===== config.mk =====
export PLATFORM = sky130hd
export DESIGN_NAME = mips_fetch_stage
export DESIGN_NICKNAME = d
export VERILOG_FILES = /design/src/rtl/mips_pkg.sv /design/src/rtl/mips_fetch_stage_if_id_reg.sv /design/src/rtl/mips_fetch_stage.sv
export SDC_FILE = /design/constraint.sdc
export NUM_CORES = 1
export LEC_CHECK = 0
export ABC_AREA = 1
export BUFFER_PORTS_ARGS = -buffer_cell sky130_fd_sc_hd__buf_2
export CORE_MARGIN = 3
export CORE_UTILIZATION = 45
export CTS_CLUSTER_SIZE = 10
export DETAILED_ROUTE_END_ITERATION = 8
export MAX_ROUTING_LAYER = met4
export PLACE_DENSITY = 0.75
export SLEW_MARGIN = 20
export SYNTH_ARGS = -nofsm -noshare
export SYNTH_HDL_FRONTEND = slang
export SYNTH_SLANG_ARGS = --single-unit

===== constraint.sdc =====
create_clock -name clk -period 3.5 [get_ports clk]
set_input_delay 0.7 -clock clk [delete_from_list [all_inputs] [get_ports clk]]
set_output_delay 0.7 -clock clk [all_outputs]
set_load 0.005 [all_outputs]

===== src/rtl/mips_pkg.sv =====
// Shared types and constants for the MIPS pipeline stages.
package mips_pkg;

   localparam int INSTR_W = 32;

   localparam logic [INSTR_W-1:0] NOP = 32'h0;

   typedef enum logic [1:0] {
      S_BOOT,
      S_RUN,
      S_HALT
   } fetch_state_t;

   localparam logic [1:0] CAUSE_NONE     = 2'b00;
   localparam logic [1:0] CAUSE_MISALIGN = 2'b01;
   localparam logic [1:0] CAUSE_RANGE    = 2'b10;

   typedef struct packed {
      logic               valid;
      logic [INSTR_W-1:0] instruction;
      logic [31:0]        pc;
      logic [31:0]        pc_plus4;
   } if_id_t;

endpackage


===== src/rtl/mips_fetch_stage_if_id_reg.sv =====
// IF/ID pipeline register with hold and invalidate controls.
// Invalidate clears valid and instruction only; the PC fields keep their value.
module if_id_reg
   import mips_pkg::*;
(
   input  logic               clk,
   input  logic               reset,
   input  logic               hold,
   input  logic               invalidate,
   input  logic               capture_valid,
   input  logic [INSTR_W-1:0] capture_instruction,
   input  logic [31:0]        capture_pc,
   input  logic [31:0]        capture_pc_plus4,
   output logic               valid,
   output logic [INSTR_W-1:0] instruction,
   output logic [31:0]        pc,
   output logic [31:0]        pc_plus4
);

   if_id_t r_q;

   always_ff @(posedge clk) begin
      if (reset) begin
         r_q <= '0;
      end else if (invalidate) begin
         r_q.valid       <= 1'b0;
         r_q.instruction <= NOP;
      end else if (!hold) begin
         r_q.valid       <= capture_valid;
         r_q.instruction <= capture_instruction;
         r_q.pc          <= capture_pc;
         r_q.pc_plus4    <= capture_pc_plus4;
      end
   end

   assign valid       = r_q.valid;
   assign instruction = r_q.instruction;
   assign pc          = r_q.pc;
   assign pc_plus4    = r_q.pc_plus4;

endmodule


===== src/rtl/mips_fetch_stage.sv =====
// MIPS instruction-fetch stage: PC, next-PC, fault FSM, IF/ID register.
// FETCH_PERF_CNT_EN adds fetch/stall/redirect performance counters.
module mips_fetch_stage
   import mips_pkg::*;
#(
   parameter logic [31:0] RESET_PC   = 32'h0000_0000,
   parameter int          IMEM_DEPTH = 256
) (
   input  logic        clk,
   input  logic        reset,
   input  logic        stall,
   input  logic        flush,
   input  logic        redirect_valid,
   input  logic [31:0] redirect_target,
   output logic [31:0] imem_addr,
   input  logic [31:0] imem_instruction,
   output logic [31:0] pc,
   output logic        if_id_valid,
   output logic [31:0] if_id_instruction,
   output logic [31:0] if_id_pc,
   output logic [31:0] if_id_pc_plus4,
   output logic        fault,
   output logic [1:0]  fault_cause
`ifdef FETCH_PERF_CNT_EN
   ,
   output logic [31:0] fetch_count,
   output logic [31:0] stall_count,
   output logic [31:0] redirect_count
`endif
);

   fetch_state_t state_q, state_d;

   logic [31:0] pc_q, pc_d;
   logic [31:0] pc_plus4;
   logic        fault_q, fault_d;
   logic [1:0]  cause_q, cause_d;

   logic        misaligned;
   logic        out_of_range;
   logic        redir_bad;
   logic        redir_ok;
   logic        range_bad;
   logic        run_stall;
   logic        run_fetch;

   logic               ifid_hold;
   logic               ifid_inval;
   logic               cap_valid;
   logic [INSTR_W-1:0] cap_instr;

   assign pc_plus4  = pc_q + 32'd4;
   assign imem_addr = {2'b00, pc_q[31:2]};

   assign misaligned   = |redirect_target[1:0];
   assign out_of_range = imem_addr >= 32'(IMEM_DEPTH);

   // One-hot decode of the S_RUN priority chain
   assign redir_bad = redirect_valid & misaligned;
   assign redir_ok  = redirect_valid & ~misaligned;
   assign range_bad = ~redirect_valid & out_of_range;
   assign run_stall = ~redirect_valid & ~out_of_range & stall;
   assign run_fetch = ~redirect_valid & ~out_of_range & ~stall;

   always_comb begin
      state_d    = state_q;
      pc_d       = pc_q;
      fault_d    = fault_q;
      cause_d    = cause_q;
      ifid_hold  = 1'b1;
      ifid_inval = 1'b0;
      cap_valid  = 1'b0;
      cap_instr  = NOP;
      unique case (state_q)
         S_BOOT: begin
            state_d = S_RUN;
         end
         S_RUN: begin
            unique case (1'b1)
               redir_bad: begin
                  fault_d    = 1'b1;
                  cause_d    = CAUSE_MISALIGN;
                  state_d    = S_HALT;
                  ifid_inval = 1'b1;
               end
               redir_ok: begin
                  pc_d       = redirect_target;
                  ifid_inval = 1'b1;
               end
               range_bad: begin
                  fault_d    = 1'b1;
                  cause_d    = CAUSE_RANGE;
                  state_d    = S_HALT;
                  ifid_inval = 1'b1;
               end
               run_stall: begin
                  ifid_inval = flush;
               end
               run_fetch: begin
                  pc_d      = pc_plus4;
                  ifid_hold = 1'b0;
                  cap_valid = ~flush;
                  cap_instr = flush ? NOP : imem_instruction;
               end
               default: ;
            endcase
         end
         S_HALT: ;
         default: state_d = S_BOOT;
      endcase
   end

   always_ff @(posedge clk) begin
      if (reset) begin
         state_q <= S_BOOT;
         pc_q    <= RESET_PC;
         fault_q <= 1'b0;
         cause_q <= CAUSE_NONE;
      end else begin
         state_q <= state_d;
         pc_q    <= pc_d;
         fault_q <= fault_d;
         cause_q <= cause_d;
      end
   end

   if_id_reg u_if_id (
      .clk                 (clk),
      .reset               (reset),
      .hold                (ifid_hold),
      .invalidate          (ifid_inval),
      .capture_valid       (cap_valid),
      .capture_instruction (cap_instr),
      .capture_pc          (pc_q),
      .capture_pc_plus4    (pc_plus4),
      .valid               (if_id_valid),
      .instruction         (if_id_instruction),
      .pc                  (if_id_pc),
      .pc_plus4            (if_id_pc_plus4)
   );

   assign pc          = pc_q;
   assign fault       = fault_q;
   assign fault_cause = cause_q;

`ifdef FETCH_PERF_CNT_EN
   logic in_run;
   logic [31:0] fetch_cnt_q;
   logic [31:0] stall_cnt_q;
   logic [31:0] redir_cnt_q;

   assign in_run = state_q == S_RUN;

   always_ff @(posedge clk) begin
      if (reset) begin
         fetch_cnt_q <= '0;
         stall_cnt_q <= '0;
         redir_cnt_q <= '0;
      end else begin
         if (in_run && run_fetch && !flush)
            fetch_cnt_q <= fetch_cnt_q + 32'd1;
         if (in_run && stall && !redirect_valid)
            stall_cnt_q <= stall_cnt_q + 32'd1;
         if (in_run && redir_ok)
            redir_cnt_q <= redir_cnt_q + 32'd1;
      end
   end

   assign fetch_count    = fetch_cnt_q;
   assign stall_count    = stall_cnt_q;
   assign redirect_count = redir_cnt_q;
`endif

endmodule


==> impl_metrics.yaml <==
yosys:
  synth_top_family_by_area: "simple AND/OR/NAND/NOR gates"
  synthAdderAreaFrac_pct: 0.435
  ys_ff_latch: 132
  synthMuxAreaShare_pct: 0
  synth_area_sq_um: 5750
  yosysWarnings: 0
  yosys.area_share.simple_pct: 32.4
  synthXorXnorAreaFrac_pct: 0.914
  yosysUniqueCellTypes: 24
  synth_cells: 832
  seq_area_frac_synth_pct: 46.0
  syn_area_per_cell_sq_um: 6.91
  synth-compound-area-share_pct: 4.87
global_route:
  busiest_layer: "met2"
  grt_pass1_vias: 4897
  grt_use_total_pct: 21.2
  grtUsageMet2_pct: 33.1
  grt_pass1_wl_microns: 24000
  met1_usage_pct: 27.0
  grt_max_degree: 73
  grt.overflow.total: 0
  use_met3_pct: 6.27
  antenna_found_initial: 0
route:
  viasPerCell: 4.56
  routed_wl_microns: 15000
  dr.pass1.iters: 6
  wl_per_cell_microns: 12.6
  vias: 5416
  ant_nets: 0
  drt_iter0_markers: 397
  drcViolationCount: 0
pwr:
  power_leakage_nw: 3.92
  power_density_nw_per_um2: 632
  peakVddDrop_mv: 0.365
floorplan:
  pin_count: 233
  rows: 40
  start_util_pct: 46.9
  core_area_sq_um: 12300
  dieArea_sq_um: 14200
  chipWidth_microns: 119
  die_h_microns: 119
sta:
  worst_pin_slew_ns: 1.05
  hold_viol_final: 0
  fmax_mhz: 404
  slew_headroom_pct: 29.8
  layout_min_cycle_time_ns: 2.47
  report.final.slew_viol_count: 0
  fin_setup_tns_ns: 0
  rsz0062_at_grt: "false"
  setup_viol: 0
  fin_worst_skew_ns: 0.00962
  post-route-period-util_pct: 70.7
run:
  drv_cap: 0
clock_tree:
  clk_path_buf_depth: 2
  cts_buffers: 17
  htreeDepth: 4
  postCtsSetupBuffers: 0
  clk_pin_slew_ns: 0.06
  cts_hold_buf: 0
  ctsResizeCount: 0
  cts.sinks: 132
  cts_tree: "done"
  clkLatencyLatePin_ns: 0.41
  clock-root-buffer: "clkbuf_16"
critical_path:
  cp.required_ns: 3.79
  crit_arrival_ns: 2.77
  worst-setup-path-type: "reg2reg"
  cp_max_fo: 30
  worstSetupStartpointType: "register"
  crit_path_end_kind: "register"
cells_and_area:
  fill_cells: 1200
  multi_input_area_sq_um: 2240
  seqCellArea_sq_um: 2640
  layout.nets: 1077
  syn_to_final_growth_pct: 27.3
  fin_area_sq_um: 7320
  drive_above_1_share_pct: 27.4
place:
  hpwl_microns: 10100
  place_area_sq_um: 6690
  place.gp.congestion: 0.850
  io_buffer_count: 230
hold_path:
  hp-class: "reg2reg"
outcome:
  status: "finished, final reports clean"
cell type report:
| type | instances | area share, % |
|---|---|---|
| timing repair buffer | 238 | 16.7 |
| clock inverter | 9 | 2.05 |
| tap | 168 | 2.87 |
| inverter | 99 | 5.08 |
| antenna | 1 | 0.0342 |
| sequential | 132 | 36.1 |
| clock buffer | 23 | 6.53 |
| multi-input combinational | 518 | 30.6 |
worst max-delay path, cell delays in order, from the launching register on:
cell,delay (ns)
dfxtp_1,0.33
nor2_1,0.11
nand2_1,0.08
nor2_2,0.17
nand3_4,0.13
nor2_4,0.26
nand2_2,0.19
nand2_1,0.10
nand2_1,0.59
nor2_1,0.32
nor2_1,0.08
final timing paths:
path         cells after the start            from        endpoint  slack, ns
max reg2reg                     10          pc[14]          pc[29]       1.03
max                             10          pc[14]          pc[29]       1.03
min reg2reg                      2  u_if_id.pc[27]  u_if_id.pc[27]       0.43
min                              2  u_if_id.pc[27]  u_if_id.pc[27]       0.43
state kept, by name (all words and copies together) (netlist names):
| signal | count |
|---|---|
| u_if_id.pc | 32 |
| u_if_id.pc_plus4 | 30 |
| u_if_id.valid | 1 |
| fault_cause | 2 |
| state_q | 2 |
| pc | 32 |
| u_if_id.instruction | 32 |
| fault | 1 |
cell families after synthesis:
logic type	after synthesis
XOR/XNOR	6
other	1
buffers and inverters	183
adder cells (fa/ha/maj)	2
AO/OA/AOI/OAI	56
flip-flops	132
AND/OR/NAND/NOR	452
cells in the final DEF (no fill, tap or decap), types with 4 or more instances in the layout:
master / netlist / layout
bufinv_16: 0 / 4
xor2_1: 6 / 6
inv_1: 96 / 96
nand2_1: 189 / 189
buf_4: 38 / 7
nand3_1: 74 / 74
clkbuf_16: 0 / 17
dfxtp_1: 132 / 132
nor2_1: 176 / 175
a21oi_1: 55 / 55
buf_2: 13 / 230
routing by layer:
metal  wire length, microns  part of all wire [%]
met1                   6730                    45
met2                   7110                    47
met3                   1010                   6.7
met4                    153                   1.0
met5                      0                     0
per-stage QoR:
stage,worst slack [ns],total power [mW],utilization [%],hold WS [ns],std cells
6_report,1.03,4.63,59.7,0.432,1188
5_1_grt,0.793,4.88,59.7,0.448,1187
4_1_cts,0.996,4.66,59.7,0.435,1187
3_5_place_dp,0.989,2.79,54.5,0.426,1155
3_3_place_gp,1.04,2.78,54.5,0.424,1155
2_1_floorplan,1.84,2.54,-,0.426,833
synthesized netlist by cell type, drive strengths merged:
master	n	area (sq um)
nand2	190	716
nor2	181	707
dfxtp	132	2640
inv	98	368
nand3	75	388
buf	56	407
a21oi	55	275
clkbuf	28	105
xor2	6	52.6
nor3	4	31.3
ha	2	25.0
clkinv	1	3.75
conb	1	3.75
nand3b	1	7.51
nand4	1	12.5
o21ai	1	5.00
power by group:
group          leakage, nW  total (mW)  internal [mW]  switching (mW)
clock network        0.303        1.88           1.25           0.630
logic                 2.55        1.05          0.366           0.684
registers             1.07        1.70           1.60          0.0991
total                 3.92        4.63           3.21            1.41
Note: power is estimated with default switching activity, not from simulation.
